--- src/rtl/video_stream_expander.sv ---
// ============================================================================
// video_stream_expander : packed RGB -> 30-bit VGA channel expander, show-ahead FIFO, SOP/EOP framing
// Revision: 1.0
// ============================================================================
`default_nettype none

module video_stream_expander #(
  parameter int IN_BITS      = 4,
  parameter int COLOUR_BITS  = 8,
  parameter int PAD_BITS     = 2,
  parameter int FIFO_DEPTH   = 4,
  parameter int FRAME_PIXELS = 307200
) (
  input  logic                                     clk,
  input  logic                                     reset,
  input  logic [3*IN_BITS-1:0]                     pixel_in,
  input  logic                                     in_valid,
  output logic                                     in_ready,
  input  logic [1:0]                               mode,
  output logic [3*(COLOUR_BITS+PAD_BITS)-1:0]      data,
  output logic                                     valid,
  input  logic                                     ready,
  output logic                                     startofpacket,
  output logic                                     endofpacket
);

  localparam int CH_W  = COLOUR_BITS + PAD_BITS;
  localparam int OUT_W = 3 * CH_W;
  localparam int REP   = (COLOUR_BITS + IN_BITS - 1) / IN_BITS;
  localparam int PTR_W = (FIFO_DEPTH > 1) ? $clog2(FIFO_DEPTH) : 1;
  localparam int CNT_W = $clog2(FIFO_DEPTH + 1);
  localparam int PIX_W = (FRAME_PIXELS > 1) ? $clog2(FRAME_PIXELS) : 1;

  localparam logic [CNT_W-1:0] C_FULL     = CNT_W'(FIFO_DEPTH);
  localparam logic [PIX_W-1:0] C_LAST_PIX = PIX_W'(FRAME_PIXELS - 1);

  function automatic logic [COLOUR_BITS-1:0] f_replicate(input logic [IN_BITS-1:0] c);
    logic [REP*IN_BITS-1:0] v_rep;
    v_rep = {REP{c}};
    return v_rep[REP*IN_BITS-1 -: COLOUR_BITS];
  endfunction

  function automatic logic [COLOUR_BITS-1:0] f_zext(input logic [IN_BITS-1:0] c);
    return COLOUR_BITS'(c) << (COLOUR_BITS - IN_BITS);
  endfunction

  function automatic logic [CH_W-1:0] f_pad(input logic [COLOUR_BITS-1:0] c);
    return CH_W'(c) << PAD_BITS;
  endfunction

  logic [IN_BITS-1:0]     w_r, w_g, w_b, w_y;
  logic [IN_BITS+1:0]     w_sum;
  logic [COLOUR_BITS-1:0] w_cr, w_cg, w_cb;
  logic [OUT_W-1:0]       w_wdata;
  logic                   w_empty, w_full, w_wr, w_rd;

  logic [OUT_W-1:0] r_mem [FIFO_DEPTH];
  logic [PTR_W-1:0] r_wr_ptr, r_rd_ptr;
  logic [CNT_W-1:0] r_count;
  logic [PIX_W-1:0] r_pix;

  always_comb begin
    w_r   = pixel_in[3*IN_BITS-1 -: IN_BITS];
    w_g   = pixel_in[2*IN_BITS-1 -: IN_BITS];
    w_b   = pixel_in[IN_BITS-1:0];
    // Two guard bits hold the full R + 2G + B sum without overflow.
    w_sum = {2'b00, w_r} + {1'b0, w_g, 1'b0} + {2'b00, w_b};
    w_y   = IN_BITS'(w_sum >> 2);
    w_cr  = f_replicate(w_r);
    w_cg  = f_replicate(w_g);
    w_cb  = f_replicate(w_b);
    case (mode)
      2'd1: begin
        w_cr = f_zext(w_r);
        w_cg = f_zext(w_g);
        w_cb = f_zext(w_b);
      end
      2'd2: begin
        w_cr = f_replicate(w_y);
        w_cg = f_replicate(w_y);
        w_cb = f_replicate(w_y);
      end
      2'd3: begin
        w_cr = ~f_replicate(w_r);
        w_cg = ~f_replicate(w_g);
        w_cb = ~f_replicate(w_b);
      end
      default: ;
    endcase
    w_wdata = {f_pad(w_cr), f_pad(w_cg), f_pad(w_cb)};
  end

  assign w_empty  = (r_count == '0);
  assign w_full   = (r_count == C_FULL);
  assign in_ready = !reset && !w_full;
  assign valid    = !w_empty;
  assign w_wr     = in_valid && in_ready;
  assign w_rd     = valid && ready;

  assign data          = valid ? r_mem[r_rd_ptr] : '0;
  assign startofpacket = valid && (r_pix == '0);
  assign endofpacket   = valid && (r_pix == C_LAST_PIX);

  // Storage needs no reset: the empty count masks stale entries.
  always_ff @(posedge clk) begin
    if (w_wr) begin
      r_mem[r_wr_ptr] <= w_wdata;
    end
  end

  always_ff @(posedge clk or posedge reset) begin
    if (reset) begin
      r_wr_ptr <= '0;
      r_rd_ptr <= '0;
      r_count  <= '0;
      r_pix    <= '0;
    end else begin
      if (w_wr) begin
        r_wr_ptr <= r_wr_ptr + 1'b1;
      end
      if (w_rd) begin
        r_rd_ptr <= r_rd_ptr + 1'b1;
        r_pix    <= (r_pix == C_LAST_PIX) ? '0 : r_pix + 1'b1;
      end
      case ({w_wr, w_rd})
        2'b10:   r_count <= r_count + 1'b1;
        2'b01:   r_count <= r_count - 1'b1;
        default: r_count <= r_count;
      endcase
    end
  end

endmodule

`default_nettype wire
--- config.mk ---
export PLATFORM = sky130hd
export DESIGN_NAME = video_stream_expander
export DESIGN_NICKNAME = d
export VERILOG_FILES = /design/src/rtl/video_stream_expander.sv
export SDC_FILE = /design/constraint.sdc
export NUM_CORES = 1
export LEC_CHECK = 0
export CAP_MARGIN = 40
export CORE_UTILIZATION = 50
export DETAILED_ROUTE_END_ITERATION = 12
export PLACE_DENSITY = 0.85
export REMOVE_ABC_BUFFERS = 1
export SETUP_SLACK_MARGIN = 0.02
export SLEW_MARGIN = 5
export SYNTH_ARGS = -nofsm -noshare
export SYNTH_HDL_FRONTEND = slang
export SYNTH_SLANG_ARGS = --single-unit
--- constraint.sdc ---
create_clock -name clk -period 2.1 [get_ports clk]
set_clock_uncertainty 0.1 [all_clocks]
set_input_delay 0.42 -clock clk [delete_from_list [all_inputs] [get_ports clk]]
set_output_delay 0.42 -clock clk [all_outputs]
set_load 0.01 [all_outputs]
; Yosys cells after proc, flatten, opt, wreduce, memory -nomap -nowiden
; Memories as Yosys holds them, arrays and structs flattened.
; Index checks and enable logic that the tools add are counted.
; W data, S select, Z words.
[totals]
regBits = 26
mem_bits_rw = 96
out_inout_bits = 34
mem_count = 1
[memory_table]
columns = memory, depth, width, read_ports, rd_ports_with_merged_regs, wr, line
row1 = r_mem, 4, 24, 1, 0, 1, 57  ; logic [OUT_W-1:0] r_mem [FIFO_DEPTH];
[op_classes]
n_addsub = 7
eq_ne = 7
n_mux = 8
n_bitwise = 3
reduce_logical = 11
[ops]
columns = op, n
row1 = $pmux W8 S3, 3
row2 = $mux W30, 1
row3 = $not A8 Y8, 3
row4 = $add A19 B1 Y19 const B, 1
row5 = $eq A19 B19 Y1 const B, 1
row6 = $logic_not A19 Y1, 1
row7 = $mux W19, 1
row8 = $add A4 B5 Y6, 1
row9 = $add A6 B4 Y6, 1
row10 = $eq A2 B2 Y1 const B, 3
row11 = $pmux W3 S2, 1
row12 = $logic_and A1 B1 Y1, 5
row13 = $add A2 B1 Y2 const B, 2
row14 = $eq A2 B1 Y1 const B, 2
row15 = $add A3 B1 Y3 const B, 1
row16 = $eq A3 B3 Y1 const B, 1
row17 = $logic_not A1 Y1, 3
row18 = $logic_not A3 Y1, 1
row19 = $sub A3 B1 Y3 const B, 1
row20 = $mux W1, 2
row21 = $reduce_bool A2 Y1, 1

; Longest topological paths before layout
; Gate-level depths: netlist of the first run.
[depth]
ltp_word = 6
depth_mapped = 10
mapped_depth_nobuf = 10

; Least setup slack after synthesis of the first run
; No wires, ideal clock.
[synth_timing]
kind = input-to-reg
from = input port pixel_in[1]
to = memory r_mem[0][13] (netlist bit), data pin
arrival_ps = 2164
t_required_ps = 1737
slack_ps = -427
cell_stages = 8
path_buffers = 0
path_cell_list = inv_1 fa_1 nand3b_1 fa_1 xnor2_1 nor3_1 a211oi_1 a21o_1
[synth_between]
elab_chain_cells = 2
[synth_lines]
columns = item, line
row1 = "start, declared", 16  ; input logic [3*IN_BITS-1:0] pixel_in,
row2 = $add A6 B4 Y6, 67  ; w_sum = {2'b00, w_r} + {1'b0, w_g, 1'b0} + {2'b00, w_b};
row3 = $pmux W8 S3, 72  ; case (mode)
row4 = via w_cg[5], 53  ; logic [COLOUR_BITS-1:0] w_cr, w_cg, w_cb;
row5 = "end, declared", 57
; The timed path passes the listed nets, and every way through them passes these cells.

; Final worst setup path of the first run
[layout_timing]
from = register r_rd_ptr[0]
to = output port data[15]
[layout_between]
elab_chain_cells = 2
[layout_lines]
columns = item, line
row1 = "start, declared", 58  ; logic [PTR_W-1:0] r_wr_ptr, r_rd_ptr;
row2 = "start signal, assigned", 122  ; r_rd_ptr <= r_rd_ptr + 1'b1;
row3 = $mem_v2 Z4 W24, -
row4 = $mux W30, 100  ; assign data = valid ? r_mem[r_rd_ptr] : '0;
row5 = "end, declared", 20  ; output logic [3*(COLOUR_BITS+PAD_BITS)-1:0] data,
; No other way between the ends.

==> results of run 1 <==
==> final timing paths <==
check	start	endpoint	slack [ns]	depth (start not counted)
setup / recovery	r_rd_ptr[0]	data[15]	-0.50	5
max in group asynchronous	reset	r_count[0]	1.37	3
hold reg to reg	r_count[2]	r_count[2]	0.53	2
min in group clk	pixel_in[5]	r_mem[3][9]	0.25	3
setup reg to reg	r_pix[7]	r_pix[18]	-0.07	8
hold / removal	reset	r_count[1]	0.24	3
==> layout by cell type, fill, tap and decap left out, types with 10 or more instances in the layout <==
master / Yosys / layout
nand2_1: 24 / 20
buf_2: 4 / 20
nor2b_1: 27 / 18
buf_12: 0 / 10
xor2_1: 11 / 10
buf_4: 6 / 87
nor2_1: 25 / 23
dfrtp_1: 26 / 21
xnor2_1: 12 / 11
edfxtp_1: 96 / 96
clkbuf_16: 0 / 16
buf_6: 1 / 27
mux4_2: 24 / 24
==> power by group <==
| group | internal [mW] | total, mW | switching [mW] |
|---|---|---|---|
| clock | 1.68 | 2.83 | 1.15 |
| sequential | 3.01 | 3.24 | 0.225 |
| combinational | 2.22 | 4.24 | 2.02 |
==> what timing repair did <==
action	4_1_cts	5_1_grt
cloned	2	0
pin swaps	31	31
setup endpoints to repair	125	126
hold endpoints to repair	0	0
gates resized for setup	220	70
buffers inserted	23	12
==> tightest hold or removal path, stage by stage <==
cell and delay [ns]:
clkdlybuf4s50_1 0.46, inv_1 0.08, buf_4 0.32
==> per-layer routing <==
| metal | up-vias | track usage [%] | wire length (microns) |
|---|---|---|---|
| met5 | - | 0 | 0 |
| met4 | 0 | 19.9 | 1150 |
| met3 | 106 | 8.41 | 1580 |
| met2 | 361 | 48.0 | 8910 |
| met1 | 2199 | 33.9 | 6340 |
| li1 | 1729 | - | - |
==> area by class of cell <==
cell class / count / area [sq um]
Sequential cell: 122 / 3540
Fill cell: 562 / 2820
Multi-Input combinational cell: 226 / 2320
Timing Repair Buffer: 156 / 1390
Clock buffer: 17 / 414
Tap cell: 140 / 175
Clock inverter: 15 / 149
Inverter: 18 / 77.6
==> flip-flops by register name, indices dropped and copies added, names as in the netlist <==
name,flops
r_rd_ptr,2
r_wr_ptr,2
r_count,3
r_mem,96
r_pix,19
==> kinds of logic after synthesis <==
logic type | count (synthesis) | synth area share, %
other | 1 | 0.0670
adder cells (fa/ha/maj) | 15 | 4.02
flip-flops | 122 | 63.1
XOR/XNOR | 23 | 3.60
multiplexers | 25 | 9.84
AO/OA/AOI/OAI | 37 | 4.74
buffers and inverters | 35 | 3.02
AND/OR/NAND/NOR | 120 | 11.6
==> per-stage QoR <==
stage | setup TNS (ns) | util (%) | power [mW] | hold slack (ns)
after global routing | -25.52 | 74.1 | 10.6 | 0.244
after detailed placement | -108.14 | 63.0 | 6.57 | 0.415
after CTS | -17.57 | 71.8 | 9.78 | 0.241
final | -21.70 | 74.1 | 10.3 | 0.238
after global placement | -95.55 | 63.0 | 6.44 | 0.411
after floorplan | -37.31 | - | 4.90 | 0.356
==> key figures, run 1 <==
Clock network
  • Clk sinks: 122
  • Clk_lat worst skew: 0.55 ns
  • Register clock-pin slew on the reported worst setup and hold paths: 0.06 ns
  • Cts bufs inserted: 17
  • Post-cts hold buffer count: 0
  • H-Tree Level Count: 4
  • CTS Root Cell: clkbuf_8
  • Clk buf depth: 2
  • CTS tree: yes

Drt
  • Drt pass-1 iters: 5
  • Vias per inst: 6.33
  • Via count: 4395
  • DR WL/cell: 25.9 microns
  • Post-route ant nets: 0
  • Drt total wl: 18000 microns
  • DRT iter0 DRCs: 409
  • Residual DRC: 0

Place
  • Place WS: -1.41 ns
  • PortBufs: 45
  • Hpwl dp: 8040 microns
  • Dpl cells: 632
  • Post-placement cell area: 6860 sq um
  • Gpl congestion: 0.873

Synth
  • Synth Cell Area: 5600 sq um
  • Sequential element share of the synthesized area: 63.1%
  • Netlist cell types: 46
  • Synth Area per Inst: 14.8 sq um
  • Area fraction of the dominant cell type after synthesis: 51.5%
  • Synth area leader: edfxtp_1
  • Largest cells by area after synthesis: edfxtp_1, dfrtp_1, mux4_2
  • Most common cell in the netlist: edfxtp_1
  • Mapped Cells: 378
  • Yosys reg bits: 122
  • Yosys warns: 0
  • Commonest cells post-synth: edfxtp_1, nor2b_1, dfrtp_1
  • Async set-or-reset flop fraction in the synthesized netlist: 21.3%
  • Main synth FF type: edfxtp_1
  • EDFF count, synth: 96

Setup path
  • Slowest CP cell: mux4_2
  • Crit-path cells: buf_12 -> buf_6 -> mux4_2 -> nor2b_1 -> buf_2
  • Crit path buf inv count: 3
  • CP Data Arrival Time: 2.08 ns
  • Slowest stage delay, CP: 0.50 ns
  • Crit end category: primary output
  • WS Path Type: reg -> out
  • Crit start category: register
  • CP top delay family: multiplexers
  • Req. time, crit path: 1.58 ns
  • Maximum fanout along the worst path: 4

Global route
  • First-pass GRT wire length: 24300 microns
  • Antenna violations before repair: 0
  • Pin count of the biggest net entering global routing: 27
  • Number of global-route vias before repair: 4409
  • Tot GR Track Use: 29.5%
  • GRT overflow: 0

STA
  • Final period util: 124%
  • Final max-slew violation count: 0
  • Setup violators final: 101
  • Final hold violation count: 0
  • RSZ-0062 raised after global routing: yes
  • Worst setup margin: -0.501 ns
  • Achievable Freq: 384 MHz
  • Final min period: 2.60 ns

Die
  • Area of the die: 11600 sq um
  • Num rows: 38
  • IO Pins: 52
  • Die Height: 108 microns
  • Die X: 108 microns
  • Initial Util: 51.4%
  • CORE AREA: 10900 sq um

Cells and area
  • Syn-to-layout area delta: 44.1%
  • Diode count: 0
  • Final-stage net count: 574
  • Design area: 8060 sq um
  • Finished Layout Cells: 694
  • Layout cell share with drive strength beyond 1: 50.2%

Power and ir drop
  • Power density over the cells: 1280 nW/um^2
  • Leak pwr: 3.25 nW
  • Worst vdd ir: 945 uV

Outcome
  • Violated checks: setup timing
  • Outcome: finished with violations

Run
  • Max-Cap Viols: 0

Worst hold path
  • Hold crit path type: in -> async
No activity file was read; power rests on OpenSTA's default activity.
==> inputs of run 2 (changes only) <==
--- a/config.mk
+++ b/config.mk
@@ -6,9 +6,10 @@
 export NUM_CORES = 1
 export LEC_CHECK = 0
 export CAP_MARGIN = 40
-export CORE_UTILIZATION = 50
+export CORE_UTILIZATION = 52
 export DETAILED_ROUTE_END_ITERATION = 12
-export PLACE_DENSITY = 0.85
+export GPL_TIMING_DRIVEN = 1
+export PLACE_DENSITY = 0.87
 export REMOVE_ABC_BUFFERS = 1
 export SETUP_SLACK_MARGIN = 0.02
 export SLEW_MARGIN = 5
==> run 2 against run 1 <==
Net effect:
- the flow still finishes with violations (setup timing)
- cell area is 0.39% lower
- critical path depth unchanged
- total power increased by 2.7%
- fmax down 2.7%
- setup slack worse by 0.072 ns
- wire length increased by 1.3%
- non-clock buffer count is the same
- cell count is 0.58% lower
- sequential cell count is the same
- register-to-register slack better by 0.06 ns
- critical endpoint is now data[12]
==> key figures, run 2 (same netlist as run 1, synthesis figures left out) <==
Outcome
  • Outcome: finished with violations (unchanged)
  • Violated checks: setup timing (unchanged)

Cells and area
  • Layout cell share with drive strength beyond 1: 48.9% (was 50.2%)
  • Area of the multi-input gates: 2280 sq um (was 2320 sq um)
  • Max reg flops: 96 (unchanged)
  • Reg area: 3540 sq um (unchanged)
  • Layout filler cell count: 524 (was 562)
  • Post-layout util: 77.5% (was 74.1%)
  • Commonest non-fill, non-tap cells in the layout: edfxtp_1, buf_4, buf_6, mux4_2, nor2_1 (unchanged)
  • Diode count: 0 (unchanged)
  • Regs by FF count: r_mem: 96 flops, r_pix: 19 flops, r_count: 3 flops (unchanged)
  • Finished Layout Cells: 690 (was 694)
  • Commonest non-fill, non-tap cell in the layout: edfxtp_1 (unchanged)
  • Syn-to-layout area delta: 43.5% (was 44.1%)
  • Largest Register: r_mem (unchanged)
  • Final-stage net count: 574 (unchanged)

Drt
  • DR WL/cell: 26.4 microns (was 25.9 microns)
  • Residual DRC: 0 (unchanged)
  • Vias per inst: 6.44 (was 6.33)
  • Via count: 4444 (was 4395)
  • Post-route ant nets: 0 (unchanged)
  • Drt total wl: 18200 microns (was 18000 microns)
  • DRT iter0 DRCs: 490 (was 409)
  • Drt pass-1 iters: 7 (was 5)

STA
  • Post-route setup TNS: -16.01 ns (was -21.70 ns)
  • Final hold violation count: 0 (unchanged)
  • Setup violators final: 71 (was 101)
  • Final period util: 127% (was 124%)
  • Slew Limit Headroom: 64.9%
  • Achievable Freq: 374 MHz (was 384 MHz)
  • Worst setup margin: -0.573 ns (was -0.501 ns)
  • Final max-slew violation count: 0 (unchanged)
  • RSZ-0062 raised after global routing: yes (unchanged)
  • Hold slack: 0.298 ns (was 0.238 ns)
  • Final min period: 2.67 ns (was 2.60 ns)
  • Worst slew pin tran: 0.524 ns

Clock network
  • Clk sinks: 122 (unchanged)
  • Clk_lat worst skew: 0.53 ns (was 0.55 ns)
  • Post-cts hold buffer count: 0 (unchanged)
  • CTS Root Cell: clkbuf_8 (unchanged)
  • Clk buf depth: 2 (unchanged)
  • Cts bufs inserted: 17 (unchanged)
  • CTS tree: yes (unchanged)
  • Register clock-pin slew on the reported worst setup and hold paths: 0.06 ns (about the same)
  • H-Tree Level Count: 4 (unchanged)

Global route
  • First-pass GRT wire length: 26000 microns (was 24300 microns)
  • GR Util met3: 9.52% (was 8.41%)
  • Met2 Use GR: 52.5% (was 48.0%)
  • Antenna violations before repair: 0 (unchanged)
  • Top Usage Layer GRT: met2 (unchanged)
  • Number of global-route vias before repair: 4546 (was 4409)
  • Tot GR Track Use: 32.3% (was 29.5%)
  • Pin count of the biggest net entering global routing: 27 (unchanged)
  • GR Util met1: 38.7% (was 33.9%)
  • GRT overflow: 0 (unchanged)

Place
  • Dpl cells: 624 (was 632)
  • Hpwl dp: 7840 microns (was 8040 microns)
  • PortBufs: 45 (unchanged)
  • Gpl congestion: 0.872 (was 0.873)

Setup path
  • Crit start category: register (unchanged)
  • WS Path Type: reg -> out (unchanged)
  • Req. time, crit path: 1.58 ns (about the same)
  • CP Data Arrival Time: 2.15 ns (was 2.08 ns)
  • Maximum fanout along the worst path: 6 (was 4)
  • Crit end category: primary output (unchanged)

Die
  • Num rows: 37 (was 38)
  • Initial Util: 54.0% (was 51.4%)
  • IO Pins: 52 (unchanged)
  • Die Height: 106 microns (was 108 microns)
  • Die X: 106 microns (was 108 microns)
  • CORE AREA: 10400 sq um (was 10900 sq um)
  • Area of the die: 11200 sq um (was 11600 sq um)

Power and ir drop
  • Clk network pwr share: 27.3% (was 27.5%)
  • Pint: 7.15 mW (was 6.92 mW)
  • Power Total: 10.6 mW (was 10.3 mW)
  • Sw Share: 32.5% (was 32.9%)
  • Power density over the cells: 1320 nW/um^2 (was 1280 nW/um^2)
  • Net Switching: 3.44 mW (was 3.40 mW)
  • Worst vdd ir: 905 uV (was 945 uV)
  • Leak pwr: 3.24 nW (was 3.25 nW)
  • Combinational share of power: 41.9% (was 41.1%)
  • Sequential share of power: 30.7% (was 31.4%)

Run
  • Max-Cap Viols: 0 (unchanged)

Worst hold path
  • Hold crit path type: in -> reg (was in -> async)
-- run 2: final cells by class --
type	count	area share (%)
Multi-Input combinational cell	226	28.4
Timing Repair Buffer	156	17.2
Tap cell	136	2.12
Clock inverter	12	1.84
Inverter	18	1.03
Sequential cell	122	44.1
Clock buffer	20	5.30
-- run 2: critical path, cell delays in order, from the launching register on --
cell	delay [ns]
dfrtp_2	0.50
buf_12	0.17
buf_4	0.12
mux4_2	0.52
nor2b_1	0.16
buf_2	0.14
-- run 2: stage by stage --
step / instance area, sq um / setup WS, ns
after global placement: 6820 / -1.12
after detailed placement: 6820 / -1.31
after CTS: 7770 / -0.545
final: 8030 / -0.573
after floorplan: 5520 / -0.774
after global routing: 8030 / -0.625
-- run 2: metal layers --
| metal | routed length (microns) | vias to the layer above |
|---|---|---|
| li1 | - | 1724 |
| met1 | 6410 | 2210 |
| met2 | 9020 | 409 |
| met3 | 1790 | 101 |
| met4 | 988 | 0 |
| met5 | 0 | - |
-- run 2: power by group through the flow --
stage          sequential (mW)  clock [mW]  combinational [mW]
2_1_floorplan             3.35           0                1.54
3_3_place_gp              3.19           0                3.25
3_5_place_dp              3.22           0                3.35
4_1_cts                   3.21        2.85                3.80
5_1_grt                   3.28        3.00                4.63
6_report                  3.26        2.90                4.44
-- run 2: timing repair --
item | CTS | global route
buffers inserted | 25 | 14
endpoints found under the setup margin | 125 | 126
gates cloned | 1 | 0
pin swaps | 30 | 32
resized for setup | 227 | 60
-- run 2: path summary, 6_finish.rpt --
kind                        startpoint      endpoint  slack, ns  depth (start not counted)
max reg2reg                 r_count[0]    r_count[2]      -0.01                         11
min reg2reg                  r_pix[18]     r_pix[18]       0.47                          1
max                        r_rd_ptr[0]      data[12]      -0.57                          5
min                        pixel_in[4]  r_mem[3][12]       0.30                          3
min in group asynchronous        reset   r_wr_ptr[1]       0.31                          3
max in group asynchronous        reset      r_pix[7]       1.30                          3
==> inputs of run 3 (changes only) <==
--- a/config.mk
+++ b/config.mk
@@ -7,6 +7,7 @@
 export LEC_CHECK = 0
 export CAP_MARGIN = 40
 export CORE_UTILIZATION = 52
+export CTS_CLUSTER_DIAMETER = 100
 export DETAILED_ROUTE_END_ITERATION = 12
 export GPL_TIMING_DRIVEN = 1
 export PLACE_DENSITY = 0.87
@@ -16,3 +17,4 @@
 export SYNTH_ARGS = -nofsm -noshare
 export SYNTH_HDL_FRONTEND = slang
 export SYNTH_SLANG_ARGS = --single-unit
+export TNS_END_PERCENT = 5
==> constraint.sdc (replaced) <==
create_clock -name clk -period 2.1 [get_ports clk]
set_clock_uncertainty 0.1 [all_clocks]
set_input_delay 0.42 -clock clk [delete_from_list [all_inputs] [get_ports clk]]
set_output_delay 0.42 -clock clk [all_outputs]
set_load 0.005 [all_outputs]
==> run 3 against run 2 <==
Net effect:
- the run still ends with setup timing left
- combinational power decreased by 23%
- sequential share of layout area increased by 2.9 points
- core utilization decreased by 4.8 points
- sequential power about the same
- first-iteration DRC count decreased by 16%
- critical path depth increased by 5
- via count decreased by 8.2%
- critical path type is now in -> reg
- largest power group unchanged
==> key figures, run 3 (same netlist as run 1, synthesis figures left out) <==
Place
  • Gpl congestion: 0.868 (was 0.872)
  • Post-placement cell area: 6810 sq um (was 6820 sq um)
  • Place WS: -1.31 ns (about the same)
  • Hpwl dp: 7940 microns (was 7840 microns)
  • PortBufs: 45 (unchanged)

Setup path
  • Crit end category: register (was primary output)
  • CP Data Arrival Time: 2.76 ns (was 2.15 ns)
  • Crit-path cells: buf_6 -> inv_2 -> fa_1 -> nand3b_1 -> fa_2 -> xnor2_1 -> nor3_1 -> buf_4 -> a211oi_4 -> a21o_1 (was buf_12 -> buf_4 -> mux4_2 -> nor2b_1 -> buf_2)
  • Slowest stage delay, CP: 0.49 ns (was 0.52 ns)
  • Crit start category: input pin (was register)
  • WS Path Type: in -> reg (was reg -> out)
  • Slowest CP cell: fa_1 (was mux4_2)
  • Req. time, crit path: 2.34 ns (was 1.58 ns)
  • Maximum fanout along the worst path: 5 (was 6)

Cells and area
  • Syn-to-layout area delta: 34.6% (was 43.5%)
  • Commonest non-fill, non-tap cells in the layout: edfxtp_1, buf_4, mux4_2 (was edfxtp_1, buf_4, buf_6, mux4_2, nor2_1)
  • Regs by FF count: r_mem: 96 flops, r_pix: 19 flops, r_count: 3 flops (unchanged)
  • Max reg flops: 96 (unchanged)
  • Diode count: 0 (unchanged)
  • Final-stage net count: 548 (was 574)
  • Design area: 7530 sq um (was 8030 sq um)
  • Commonest non-fill, non-tap cell in the layout: edfxtp_1 (unchanged)
  • Layout cell share with drive strength beyond 1: 42.3% (was 48.9%)
  • Largest Register: r_mem (unchanged)

Power and ir drop
  • Power density over the cells: 1240 nW/um^2 (was 1320 nW/um^2)
  • Leak pwr: 3.04 nW (was 3.24 nW)
  • Power Total: 9.33 mW (was 10.6 mW)
  • Worst vdd ir: 709 uV (was 905 uV)

Die
  • Area of the die: 11200 sq um (unchanged)
  • Num rows: 37 (unchanged)
  • CORE AREA: 10400 sq um (unchanged)
  • IO Pins: 52 (unchanged)
  • Die X: 106 microns (unchanged)
  • Die Height: 106 microns (unchanged)
  • Initial Util: 54.0% (unchanged)

Global route
  • Tot GR Track Use: 28.8% (was 32.3%)
  • Antenna violations before repair: 0 (unchanged)
  • Pin count of the biggest net entering global routing: 27 (unchanged)
  • First-pass GRT wire length: 23400 microns (was 26000 microns)
  • GRT overflow: 0 (unchanged)
  • Number of global-route vias before repair: 4350 (was 4546)

Clock network
  • Cts bufs inserted: 17 (unchanged)
  • Clk_lat worst skew: 0.52 ns (was 0.53 ns)
  • Clk sinks: 122 (unchanged)
  • CTS tree: yes (unchanged)
  • Clk buf depth: 2 (unchanged)
  • Register clock-pin slew on the reported worst setup and hold paths: 0.06 ns (about the same)
  • CTS Root Cell: clkbuf_8 (unchanged)
  • H-Tree Level Count: 4 (unchanged)

STA
  • Post-route setup TNS: -23.02 ns (was -16.01 ns)
  • Final min period: 2.52 ns (was 2.67 ns)
  • Hold slack: 0.212 ns (was 0.298 ns)
  • Worst setup margin: -0.417 ns (was -0.573 ns)
  • Final hold violation count: 0 (unchanged)
  • Setup violators final: 117 (was 71)
  • Achievable Freq: 397 MHz (was 374 MHz)
  • Final period util: 120% (was 127%)
  • RSZ-0062 raised after global routing: yes (unchanged)
  • Final max-slew violation count: 0 (unchanged)

Drt
  • DRT iter0 DRCs: 412 (was 490)
  • Post-route ant nets: 0 (unchanged)
  • DR WL/cell: 23.5 microns (was 26.4 microns)
  • Vias per inst: 6.17 (was 6.44)
  • Residual DRC: 0 (unchanged)
  • Drt pass-1 iters: 5 (was 7)
  • Via count: 4079 (was 4444)
  • Drt total wl: 15500 microns (was 18200 microns)

Worst hold path
  • Hold crit path type: in -> async (was in -> reg)

Outcome
  • Outcome: finished with violations (unchanged)
  • Violated checks: setup timing (unchanged)

Run
  • Max-Cap Viols: 0 (unchanged)
## run 3: worst max-delay path: cells and delay by family
kind	cells	cell delay, ns
xor+xnor	1	0.23
compound gates	2	0.51
simple gates	2	0.34
buf+inv	3	0.28
fa+ha+maj	2	0.95
## run 3: repair_timing
item | 4_1_cts | 5_1_grt
endpoints found under the setup margin | 125 | 128
gates resized for setup | 173 | 33
setup buffers | 14 | 0
cloned | 2 | 0
hold buffers | 0 | 0
pin swaps | 20 | 7
## run 3: path summary, 6_finish.rpt
kind / cells past startpoint / end / from / slack [ns]
max: 10 / r_mem[1][13] / pixel_in[9] / -0.42
min in group clk: 4 / r_mem[3][12] / pixel_in[4] / 0.29
min reg2reg: 1 / r_pix[18] / r_pix[18] / 0.46
min: 3 / r_pix[6] / reset / 0.21
max reg2reg: 10 / r_count[2] / r_count[0] / -0.03
max in group asynchronous: 3 / r_count[0] / reset / 1.41
## run 3: power by group
part           total (mW)  internal (mW)  switching [mW]  leakage [nW]
Sequential           3.25           3.01           0.239          1.21
Combinational        3.40           1.79            1.60          1.57
Clock                2.68           1.66            1.03         0.256
Total                9.33           6.46            2.87          3.04
## run 3: stage by stage
stage | utilization [%] | cells
2_1_floorplan | - | 366
3_3_place_gp | 65.6 | 622
3_5_place_dp | 65.6 | 622
4_1_cts | 73.2 | 667
5_1_grt | 72.6 | 661
6_report | 72.6 | 661
## run 3: area by class of cell
type,instances,area (sq um)
inverters,18,70.1
repair buffers,130,1060
fillers,583,2840
clock buffers,20,425
well taps,136,170
clock inverters,9,103
flip-flops and latches,122,3540
multi-input cells,226,2170
## run 3: routing by layer
| layer | wire (microns) | share of wire [%] | track usage, % |
|---|---|---|---|
| met1 | 5710 | 37 | 34.2 |
| met2 | 7810 | 50 | 48.4 |
| met3 | 1170 | 7.5 | 7.11 |
| met4 | 841 | 5.4 | 15.3 |
| met5 | 0 | 0 | 0 |
